==> src/rtl/freq_meter_pkg.sv <==
// freq_meter_pkg: state encoding, default gate length and counter helper for freq_meter.
package freq_meter_pkg;

    typedef enum logic [1:0] {
        S_IDLE = 2'd0,
        S_GATE = 2'd1,
        S_DONE = 2'd2
    } state_e;

    // 12 MHz board oscillator, 1 s gate: result reads directly in Hz
    localparam int unsigned DEF_GATE_CYCLES = 12_000_000;

    function automatic logic [31:0] cnt_max(input int unsigned w);
        return (w >= 32) ? 32'hFFFF_FFFF : (32'd1 << w) - 32'd1;
    endfunction

endpackage

==> src/rtl/freq_meter_sync_edge.sv <==
// freq_meter_sync_edge: 2-FF synchroniser plus rising-edge detect, one-cycle pulse per edge.
module freq_meter_sync_edge (
    input  logic clk_i,
    input  logic rst_i,
    input  logic d_i,
    output logic pulse_o
);

    logic s1_q, s2_q, s3_q;

    always_ff @(posedge clk_i or posedge rst_i) begin
        if (rst_i) begin
            s1_q <= 1'b0;
            s2_q <= 1'b0;
            s3_q <= 1'b0;
        end else begin
            s1_q <= d_i;
            s2_q <= s1_q;
            s3_q <= s2_q;
        end
    end

    assign pulse_o = s2_q & ~s3_q;

endmodule

==> src/rtl/freq_meter.sv <==
// freq_meter: gated frequency counter, counts sig_in rising edges over GATE_CYCLES clk_in cycles.
// Define FREQ_METER_AUTO_EN for continuous back-to-back windows (start ignored).
module freq_meter
    import freq_meter_pkg::*;
#(
    parameter int unsigned GATE_CYCLES = DEF_GATE_CYCLES,
    parameter int unsigned GATE_W      = 24,
    parameter int unsigned CNT_W       = 24
) (
    input  logic             clk_in,
    input  logic             rst,
    input  logic             sig_in,
    input  logic             start,
    output logic             busy,
    output logic [CNT_W-1:0] freq_out,
    output logic             valid,
    output logic             ovf
);

`ifdef FREQ_METER_AUTO_EN
    localparam bit AUTO = 1'b1;
`else
    localparam bit AUTO = 1'b0;
`endif

    localparam logic [CNT_W-1:0]  CNT_MAX   = CNT_W'(cnt_max(CNT_W));
    localparam logic [GATE_W-1:0] GATE_LAST = GATE_W'(GATE_CYCLES - 1);

    logic              edge_p;
    logic              go;
    state_e            state_q;
    logic [GATE_W-1:0] gate_q;
    logic [CNT_W-1:0]  edge_q, edge_d, freq_q;
    logic              sat_q, sat_d, busy_q, valid_q, ovf_q;

    freq_meter_sync_edge u_sync (
        .clk_i  (clk_in),
        .rst_i  (rst),
        .d_i    (sig_in),
        .pulse_o(edge_p)
    );

    assign go = AUTO | start;

    // Saturate rather than wrap; sat records that at least one edge was lost
    always_comb begin
        edge_d = (edge_p && edge_q != CNT_MAX) ? edge_q + CNT_W'(1) : edge_q;
        sat_d  = sat_q | (edge_p & (edge_q == CNT_MAX));
    end

    always_ff @(posedge clk_in or posedge rst) begin
        if (rst) begin
            state_q <= S_IDLE;
            gate_q  <= '0;
            edge_q  <= '0;
            sat_q   <= 1'b0;
            busy_q  <= 1'b0;
            freq_q  <= '0;
            valid_q <= 1'b0;
            ovf_q   <= 1'b0;
        end else begin
            valid_q <= 1'b0;
            case (state_q)
                S_IDLE: begin
                    if (go) begin
                        state_q <= S_GATE;
                        busy_q  <= 1'b1;
                    end
                end
                S_GATE: begin
                    edge_q <= edge_d;
                    sat_q  <= sat_d;
                    gate_q <= gate_q + GATE_W'(1);
                    if (gate_q == GATE_LAST) begin
                        state_q <= S_DONE;
                        freq_q  <= edge_d;
                        ovf_q   <= sat_d;
                        valid_q <= 1'b1;
                        busy_q  <= 1'b0;
                    end
                end
                S_DONE: begin
                    gate_q  <= '0;
                    edge_q  <= '0;
                    sat_q   <= 1'b0;
                    state_q <= AUTO ? S_GATE : S_IDLE;
                    busy_q  <= AUTO;
                end
                default: state_q <= S_IDLE;
            endcase
        end
    end

    assign busy     = busy_q;
    assign freq_out = freq_q;
    assign valid    = valid_q;
    assign ovf      = ovf_q;

endmodule

==> config.mk <==
export PLATFORM = sky130hd
export DESIGN_NAME = freq_meter
export DESIGN_NICKNAME = d
export VERILOG_FILES = /design/src/rtl/freq_meter_pkg.sv /design/src/rtl/freq_meter_sync_edge.sv /design/src/rtl/freq_meter.sv
export SDC_FILE = /design/constraint.sdc
export NUM_CORES = 1
export LEC_CHECK = 0
export ABC_AREA = 1
export ABC_CLOCK_PERIOD_IN_PS = 5020
export BUFFER_PORTS_ARGS = -buffer_cell sky130_fd_sc_hd__buf_2
export CORE_MARGIN = 2
export CORE_UTILIZATION = 45
export DETAILED_ROUTE_END_ITERATION = 12
export HOLD_SLACK_MARGIN = 0.03
export PLACE_DENSITY_LB_ADDON = 0.3
export SYNTH_ARGS = -nofsm -noshare
export SYNTH_HDL_FRONTEND = slang
export SYNTH_SLANG_ARGS = --single-unit
==> constraint.sdc <==
create_clock -name clk_in -period 5.02 [get_ports clk_in]
set_clock_uncertainty 0.1 [all_clocks]
set_input_delay 1.004 -clock clk_in [delete_from_list [all_inputs] [get_ports clk_in]]
set_output_delay 1.004 -clock clk_in [all_outputs]
set_load 0.005 [all_outputs]
# After elaboration in Yosys (flattened, before gate mapping)
# Cells that the tools add are included.
# word_totals
regBits	81
latch_bits	0
mem_bits_rw	0
romBits	0
in_bits	4
out_inout_bits	27
word_cells	43
n_memories	0
# classes
add_sub_neg	2
n_mul	0
div_mod_pow	0
order_cmp	0
n_eq_ne	7
shift	0
muxes	12
bitwise_logic	4
reduce_logical	7
# ops
op	n
$pmux W24 S2	2
$add A24 B1 Y24 const B	2
$eq A24 B24 Y1 const B	2
$mux W24	1
$ne A24 B24 Y1 const B	1
$mux W1	4
$mux W2	2
$ne A2 B2 Y1 const B	2
$pmux W2 S2	1
$reduce_and A2 Y1	2
$pmux W1 S3	1
$reduce_and A3 Y1	1
$reduce_bool A3 Y1	1
$and A1 B1 Y1	2
$eq A2 B1 Y1 const B	1
$eq A2 B2 Y1 const B	1
$logic_not A2 Y1	1
$pmux W1 S2	1
$reduce_bool A2 Y1	1
$logic_and A1 B1 Y1	1
$not A1 Y1	1
$or A1 B1 Y1	1

# Depth between registers and ports, before layout
# Gate-level depths: netlist (run 1).
# logic_depth
ltp_word	5
mapped_depth	11
depth_no_buf	11

# By module
# Synthesis (run 1) repeated with hierarchy kept, for this count alone.
# hier_totals
hier_cells	656
hier_area_um2	4571.9
# modules_own_cells
module	instances	cells_per_inst	area_each_um2	seq_area_each_um2
freq_meter	1	650	4483.0	1951.9
freq_meter_sync_edge	1	6	88.8	75.1

# Least setup slack after synthesis (run 1)
# No wires, ideal clock.
# synth_timing
path_type	reg-to-reg
startpoint	register state_q[0]
endpoint	register sat_q
setup_time_ns	0.072
t_arrival_ns	1.545
t_required_ns	4.848
path_slack_ns	3.304
stages_incl_launch_ff	8
synth_period_minus_slack_ns	1.716
path_cell_list	dfrtp_1 > inv_1 > ha_1 > buf_2 > nand2_1 > clkbuf_1 > o21ai_0 > nor2_1
# synth_between
elab_chain_cells	2
# synth_lines
item	line	text
from (decl)	freq_meter.sv:31	state_e state_q;
from (signal assigned)	freq_meter.sv:86	state_q <= AUTO ? S_GATE : S_IDLE;
$eq A2 B2 Y1 / $eq A2 B1 Y1 (equally long branches)	freq_meter.sv:63	case (state_q)
$pmux W1 S2 / $reduce_bool A2 Y1 (equally long branches)	n/a	
to (signal assigned)	freq_meter.sv:72	sat_q <= sat_d;
to (decl)	freq_meter.sv:34	logic sat_q, sat_d, busy_q, valid_q, ovf_q;
# Parallel ways exist; a longest one is shown, timed or not.
# A chain may end at the register's enable or synchronous reset.

# Final worst setup path (run 1)
# layout_timing
startpoint	register state_q[0]
endpoint	register gate_q[21]
# layout_between
elab_chain_cells	2
# layout_lines
item	line	text
$eq A2 B2 Y1 / $eq A2 B1 Y1 (equally long branches)	freq_meter.sv:63	
$pmux W24 S2 / $reduce_bool A2 Y1 (equally long branches)	n/a	
to (signal assigned)	freq_meter.sv:73	gate_q <= gate_q + GATE_W'(1);
to (decl)	freq_meter.sv:32	logic [GATE_W-1:0] gate_q;
# Parallel ways exist; a longest one is shown, timed or not.

==> results of run 1 <==
power groups by stage:
| stage | logic [uW] | clock network [uW] | registers, uW |
|---|---|---|---|
| 2_1_floorplan | 306 | 0 | 745 |
| 3_3_place_gp | 385 | 0 | 751 |
| 3_5_place_dp | 400 | 0 | 755 |
| 4_1_cts | 402 | 499 | 742 |
| 5_1_grt | 453 | 520 | 751 |
| 6_report | 400 | 492 | 743 |
layout by cell type (no fill, tap or decap), types with 2 or more instances in the layout:
cell	instances
a21oi_1	13
a31oi_1	3
buf_2	30
buf_4	3
clkbuf_8	11
clkinv_2	3
dfrtp_1	81
ha_1	6
inv_1	66
inv_2	5
nand2_1	210
nand2_2	3
nand3_1	77
nand3b_1	2
nand4_1	11
nor2_1	54
nor2_2	5
nor3_1	11
nor3_2	3
nor3b_1	3
o21a_1	2
o21ai_0	25
o21ai_2	3
o21bai_1	2
xnor2_1	4
xor2_1	2
critical path, delay by kind of cell, from the launching register on:
family / cells / cell delay, ns
buffers and inverters: 2 / 0.43
and+or+nand+nor: 7 / 0.97
DFF: 1 / 0.39
adders and majority gates: 1 / 0.73
final cells by class:
class | count | area (um^2) | area share [%]
inverters | 72 | 272 | 5.52
repair buffers | 33 | 173 | 3.51
clock buffers | 12 | 155 | 3.15
well taps | 133 | 166 | 3.38
clock inverters | 3 | 40.0 | 0.814
multi-input cells | 447 | 2090 | 42.4
flip-flops and latches | 81 | 2030 | 41.2
how the worst max path moves through the flow:
| stage | start | slack, ns | endpoint | depth (start not counted) |
|---|---|---|---|---|
| after floorplan | rst | 1.84 | busy | 1 |
| after global placement | state_q[0] | 2.48 | gate_q[21] | 10 |
| after detailed placement | state_q[0] | 2.37 | gate_q[21] | 10 |
| after CTS | state_q[0] | 2.36 | gate_q[21] | 10 |
| after global routing | state_q[0] | 2.04 | gate_q[21] | 10 |
| final | state_q[0] | 2.33 | gate_q[21] | 10 |
state kept, by name, indices dropped and copies added, names as in the netlist, 2 cells and up:
| signal | flops |
|---|---|
| state_q | 2 |
| gate_q | 24 |
| edge_q | 24 |
| freq_out | 24 |
layer usage:
layer,part of all wire (%),wire [um]
met2,49,5050
met3,3.5,367
met1,45,4690
met5,0,0
met4,2.6,271
kinds of logic after synthesis:
kind of cell	after synthesis
buffers and inverters	87
AO/OA/AOI/OAI	50
flip-flops	81
AND/OR/NAND/NOR	385
XOR/XNOR	6
adder cells (fa/ha/maj)	6
stage by stage:
step	power, uW	cells	setup slack, ns	util, %
3_5_place_dp	1150	766	2.37	48.6
5_1_grt	1720	781	2.04	50.6
6_report	1630	781	2.33	50.6
3_3_place_gp	1140	766	2.48	48.6
4_1_cts	1640	781	2.36	50.6
2_1_floorplan	1050	615	1.84	-
==> out/metrics.cfg, run 1 <==
[synth]
synth_xor_area_share_pct = 1.17
synth_fa_ha_area_share_pct = 1.67
synth_flop_cell = dfrtp_1
synth_largest_area_cell = dfrtp_1
synth_seq_cells = 81
netlist-cell-type-count = 36
synth_area_um2 = 4490
syn_inst = 615
synth-simple-area-share_pct = 37.4
yosysWarnings = 0
synth_top_area_share_pct = 45.1
synth_top_family_by_area = simple AND/OR/NAND/NOR gates
synthTopCellsByArea = dfrtp_1, nand2_1, nand3_1
yosys-top-cells-count = nand2_1, dfrtp_1, nand3_1, inv_1, nor2_1
synth.avg_cell_area_um2 = 7.31
synth_edf_count = 0
async_flop_share_pct = 100
postSynthNetCount = 625
synthMuxAreaShare_pct = 0
yosysSeqAreaShare_pct = 45.1
yosysMostFrequentCell = nand2_1
synth_compound_area_share_pct = 6.21

[global_route]
grt_use_met2_pct = 35.1
grt_pass1_wl_um = 18300
busiest_layer = met2
antenna_found_initial = 0
grt_usage_pct = 20.7
grt_util_met1_pct = 25.8
grt_pass1_vias = 3961
use_met3_pct = 3.13
overflow = 0
grt_max_degree = 45

[layout]
drive_above_1_share_pct = 11.0
fin_nets = 654
diodes = 0
filler_cell_count = 981
synthToLayoutAreaGrowth_pct = 9.49
layout.cell_area.non_filler_um2 = 4920

[floorplan]
die_y_um = 104
dieArea_um2 = 10800
pin_count = 31
rows = 36
start_util_pct = 46.2
design.core.area_um2 = 9730
dieWidth_um = 104

[routing]
drc_errors = 0
dr.pass1.iters = 7
vias_per_cell = 5.16
finalWirelength_um = 10400
num_vias = 4027
final_antenna_net_count = 0
wl_per_cell_um = 13.3
drt_iter0_drc = 224

[placement]
hpwl_um = 7210
dpl_cell_area_um2 = 4730
portBuffers = 30
gp_congestion = 0.854

[cts]
root_buffer = clkbuf_8
path_clk_slew_ns = 0.09
cts_hold_buffers = 0
clock_latency_ns = 0.37
cts.sinks = 81
cts_tree = yes
cts_resized = 0
htree_num_levels = 3
cts_buffers = 9
cts_buffer_depth = 2
post_cts_buffers = 0

[setup_path]
reg2regPathDepth = 10
cp.required_ns = 5.23
reg2reg_from = state_q[0]
worstPathArrival_ns = 2.89
cp-end-kind = register
r2r-end = gate_q[21]
rrSetupSlack_ns = 2.33
crit_type = register to register
cp-start-kind = register
slowest_stage = ha_1
max_stage_delay_ns = 0.73
path_max_fanout = 21
cp_cell_sequence = inv_1 -> ha_1 -> inv_2 -> nor2_1 -> nand2_1 -> nor2_1 -> nand3_1 -> nand2_1 -> nand2_1 -> nor2_1

[pwr]
intPower_uw = 1060
power.density_nw_per_um2 = 332
swShare_pct = 35.2
power.net_switching_uw = 575
seq_power_share_pct = 45.5
clkPwrFrac_pct = 30.1
ir_drop_uv = 213
power.leakage_uw = 0.00249
pwr-share-comb_pct = 24.5

[hold_path]
min_from = u_sync.s1_q
hold_path_depth = 0
hp-class = register to register
whs_endpoint = u_sync.s2_q

[timing]
final-max-slew-violation-count = 0
fmax_mhz = 372
setup_tns_ns = 0
hold_violations = 0
timing.hold.ws_ns = 0.259
worstMarginPinSlew_ns = 0.721
rsz0062_at_grt = no
setup_viol = 0
finalCritPeriodShare_pct = 53.5
fin_crit_ns = 2.69
relSlewSlack_pct = 51.8

[outcome]
status = finished clean

[flow_run]
cap_violations = 0

Note: power is estimated with default switching activity, not from simulation.
==> inputs of run 2 (changes only) <==
--- a/config.mk
+++ b/config.mk
@@ -6,7 +6,7 @@
 export NUM_CORES = 1
 export LEC_CHECK = 0
 export ABC_AREA = 1
-export ABC_CLOCK_PERIOD_IN_PS = 5020
+export ABC_CLOCK_PERIOD_IN_PS = 2280
 export BUFFER_PORTS_ARGS = -buffer_cell sky130_fd_sc_hd__buf_2
 export CORE_MARGIN = 2
 export CORE_UTILIZATION = 45
==> constraint.sdc (replaced) <==
create_clock -name clk_in -period 2.28 [get_ports clk_in]
set_clock_uncertainty 0.1 [all_clocks]
set_input_delay 0.456 -clock clk_in [delete_from_list [all_inputs] [get_ports clk_in]]
set_output_delay 0.456 -clock clk_in [all_outputs]
set_load 0.005 [all_outputs]
==> run 2 against run 1 <==
Net effect: global-route usage decreased by 0.37 points; total power grew 130%; fmax rose by 33%; final cell count up 1.4%; final area grew 2.3%; die area unchanged; critical path depth decreased by 1; via count is 0.74% lower; worst setup slack got worse by 2.1 ns; routed wire length fell by 1.4%; combinational power rose by 140%; first-iteration DRC count shrank 8.5%; critical path type unchanged.
==> out/metrics.cfg, run 2 (synthesis results as in run 1) <==
[floorplan]
dieWidth_um = 104  ; unchanged
design.core.area_um2 = 9730  ; unchanged
start_util_pct = 46.2  ; unchanged
dieArea_um2 = 10800  ; unchanged
rows = 36  ; unchanged
pin_count = 31  ; unchanged
die_y_um = 104  ; unchanged

[flow_run]
cap_violations = 0  ; unchanged

[placement]
hpwl_um = 7360  ; was 7210 um
gp_congestion = 0.910  ; was 0.854
dpl_cell_area_um2 = 4800  ; was 4730 um^2
portBuffers = 30  ; unchanged

[layout]
layout.cell_area.non_filler_um2 = 5040  ; was 4920 um^2
synthToLayoutAreaGrowth_pct = 12.1  ; was 9.49%
fin_nets = 664  ; was 654
drive_above_1_share_pct = 12.3  ; was 11.0%
fin_util_pct = 51.8  ; was 50.6%
diodes = 0  ; unchanged
layout_commonest_cell = nand2_1  ; unchanged
final_cell_mix = nand2_1, dfrtp_1, nand3_1  ; unchanged

[global_route]
grt_pass1_wl_um = 18300  ; about the same
grt_max_degree = 46  ; was 45
grt_use_met2_pct = 33.9  ; was 35.1%
grt_util_met1_pct = 26.6  ; was 25.8%
overflow = 0  ; unchanged
use_met3_pct = 3.26  ; was 3.13%
grt_pass1_vias = 3939  ; was 3961
grt_usage_pct = 20.3  ; was 20.7%
antenna_found_initial = 0  ; unchanged
busiest_layer = met2  ; unchanged

[setup_path]
max_stage_delay_ns = 0.43  ; was 0.73 ns
cp_common_cell = nor2_1
slowest_stage = ha_1  ; unchanged
path_max_fanout = 7  ; was 21
cp-end-kind = register  ; unchanged
cp.required_ns = 2.42  ; was 5.23 ns
cp_num_buf_inv = 1  ; was 2
worstPathArrival_ns = 2.16  ; was 2.89 ns
cp_cell_sequence = inv_1 -> ha_1 -> nand2_1 -> nor2_1 -> nand4_1 -> nor2_1 -> nand2_1 -> nor3b_1 -> nor2_1  ; was inv_1 -> ha_1 -> inv_2 -> nor2_1 -> nand2_1 -> nor2_1 -> nand3_1 -> nand2_1 -> nand2_1 -> nor2_1
crit_type = register to register  ; unchanged
cp-start-kind = register  ; unchanged
cp_top_family = simple AND/OR/NAND/NOR gates  ; unchanged

[timing]
finalCritPeriodShare_pct = 88.5  ; was 53.5%
hold_violations = 0  ; unchanged
worstMarginPinSlew_ns = 0.564  ; was 0.721 ns
setup_tns_ns = 0  ; unchanged
setup_viol = 0  ; unchanged
rsz0062_at_grt = no  ; unchanged
fin_crit_ns = 2.02  ; was 2.69 ns
timing.hold.ws_ns = 0.112  ; was 0.259 ns
relSlewSlack_pct = 62.4  ; was 51.8%
final-max-slew-violation-count = 0  ; unchanged
fmax_mhz = 495  ; was 372 MHz

[routing]
drc_errors = 0  ; unchanged
wl_per_cell_um = 12.9  ; was 13.3 um
vias_per_cell = 5.05  ; was 5.16
num_vias = 3997  ; was 4027
finalWirelength_um = 10200  ; was 10400 um
final_antenna_net_count = 0  ; unchanged
drt_iter0_drc = 205  ; was 224
dr.pass1.iters = 4  ; was 7

[cts]
post_cts_buffers = 0  ; unchanged
cts_buffer_depth = 2  ; unchanged
path_clk_slew_ns = 0.09  ; about the same
cts.sinks = 81  ; unchanged
cts_tree = yes  ; unchanged
cts_buffers = 9  ; unchanged
cts_hold_buffers = 1  ; was 0
cts_resized = 0  ; unchanged
clock_latency_ns = 0.35  ; was 0.37 ns
htree_num_levels = 3  ; unchanged
root_buffer = clkbuf_8  ; unchanged

[outcome]
status = finished clean  ; unchanged

[hold_path]
hp-class = input pin to register  ; was register to register

[pwr]
power.density_nw_per_um2 = 754  ; was 332 nW/um^2
ir_drop_uv = 375  ; was 213 uV
fin_total_pwr_uw = 3800  ; was 1630 uW
power.leakage_uw = 0.00254  ; was 0.00249 uW

run 2: final cells by class:
| class | count | area, um^2 |
|---|---|---|
| Clock inverter | 4 | 75.1 |
| Clock buffer | 12 | 155 |
| Multi-Input combinational cell | 447 | 2090 |
| Sequential cell | 81 | 2030 |
| Tap cell | 133 | 166 |
| Timing Repair Buffer | 43 | 250 |
| Fill cell | 974 | 4690 |
| Inverter | 72 | 274 |
run 2: final timing paths:
path	startpoint	endpoint	slack (ns)	depth (start not counted)
worst max-delay path	state_q[0]	gate_q[20]	0.26	9
worst min-delay path	sig_in	u_sync.s1_q	0.11	1
worst max register to register	state_q[0]	gate_q[20]	0.26	9
worst min register to register	u_sync.s1_q	u_sync.s2_q	0.25	0
max in group asynchronous	rst	state_q[1]	0.95	4
min in group asynchronous	rst	u_sync.s1_q	0.41	3
run 2: metrics by stage:
step / instances / setup WS, ns
floorplan: 615 / 0.564
global placement: 775 / 0.358
detailed placement: 775 / 0.301
CTS: 792 / 0.281
global route: 792 / 0.0783
finish: 792 / 0.261
run 2: per-layer routing:
| layer | wire length, um | vias up |
|---|---|---|
| li1 | - | 2042 |
| met1 | 4800 | 1867 |
| met2 | 5000 | 70 |
| met3 | 255 | 18 |
| met4 | 170 | 0 |
| met5 | 0 | - |
run 2: worst reg2reg max path, delay by kind of cell (launching register included):
kind                     cells  cell delay [ns]
flip-flops                   1             0.39
adder cells (fa/ha/maj)      1             0.43
AND/OR/NAND/NOR              7             0.91
buffers and inverters        1             0.09
run 2: where the power goes:
group	switching [uW]	total [uW]	internal, uW
logic	661	943	282
registers	96.5	1640	1540
clock network	541	1220	678
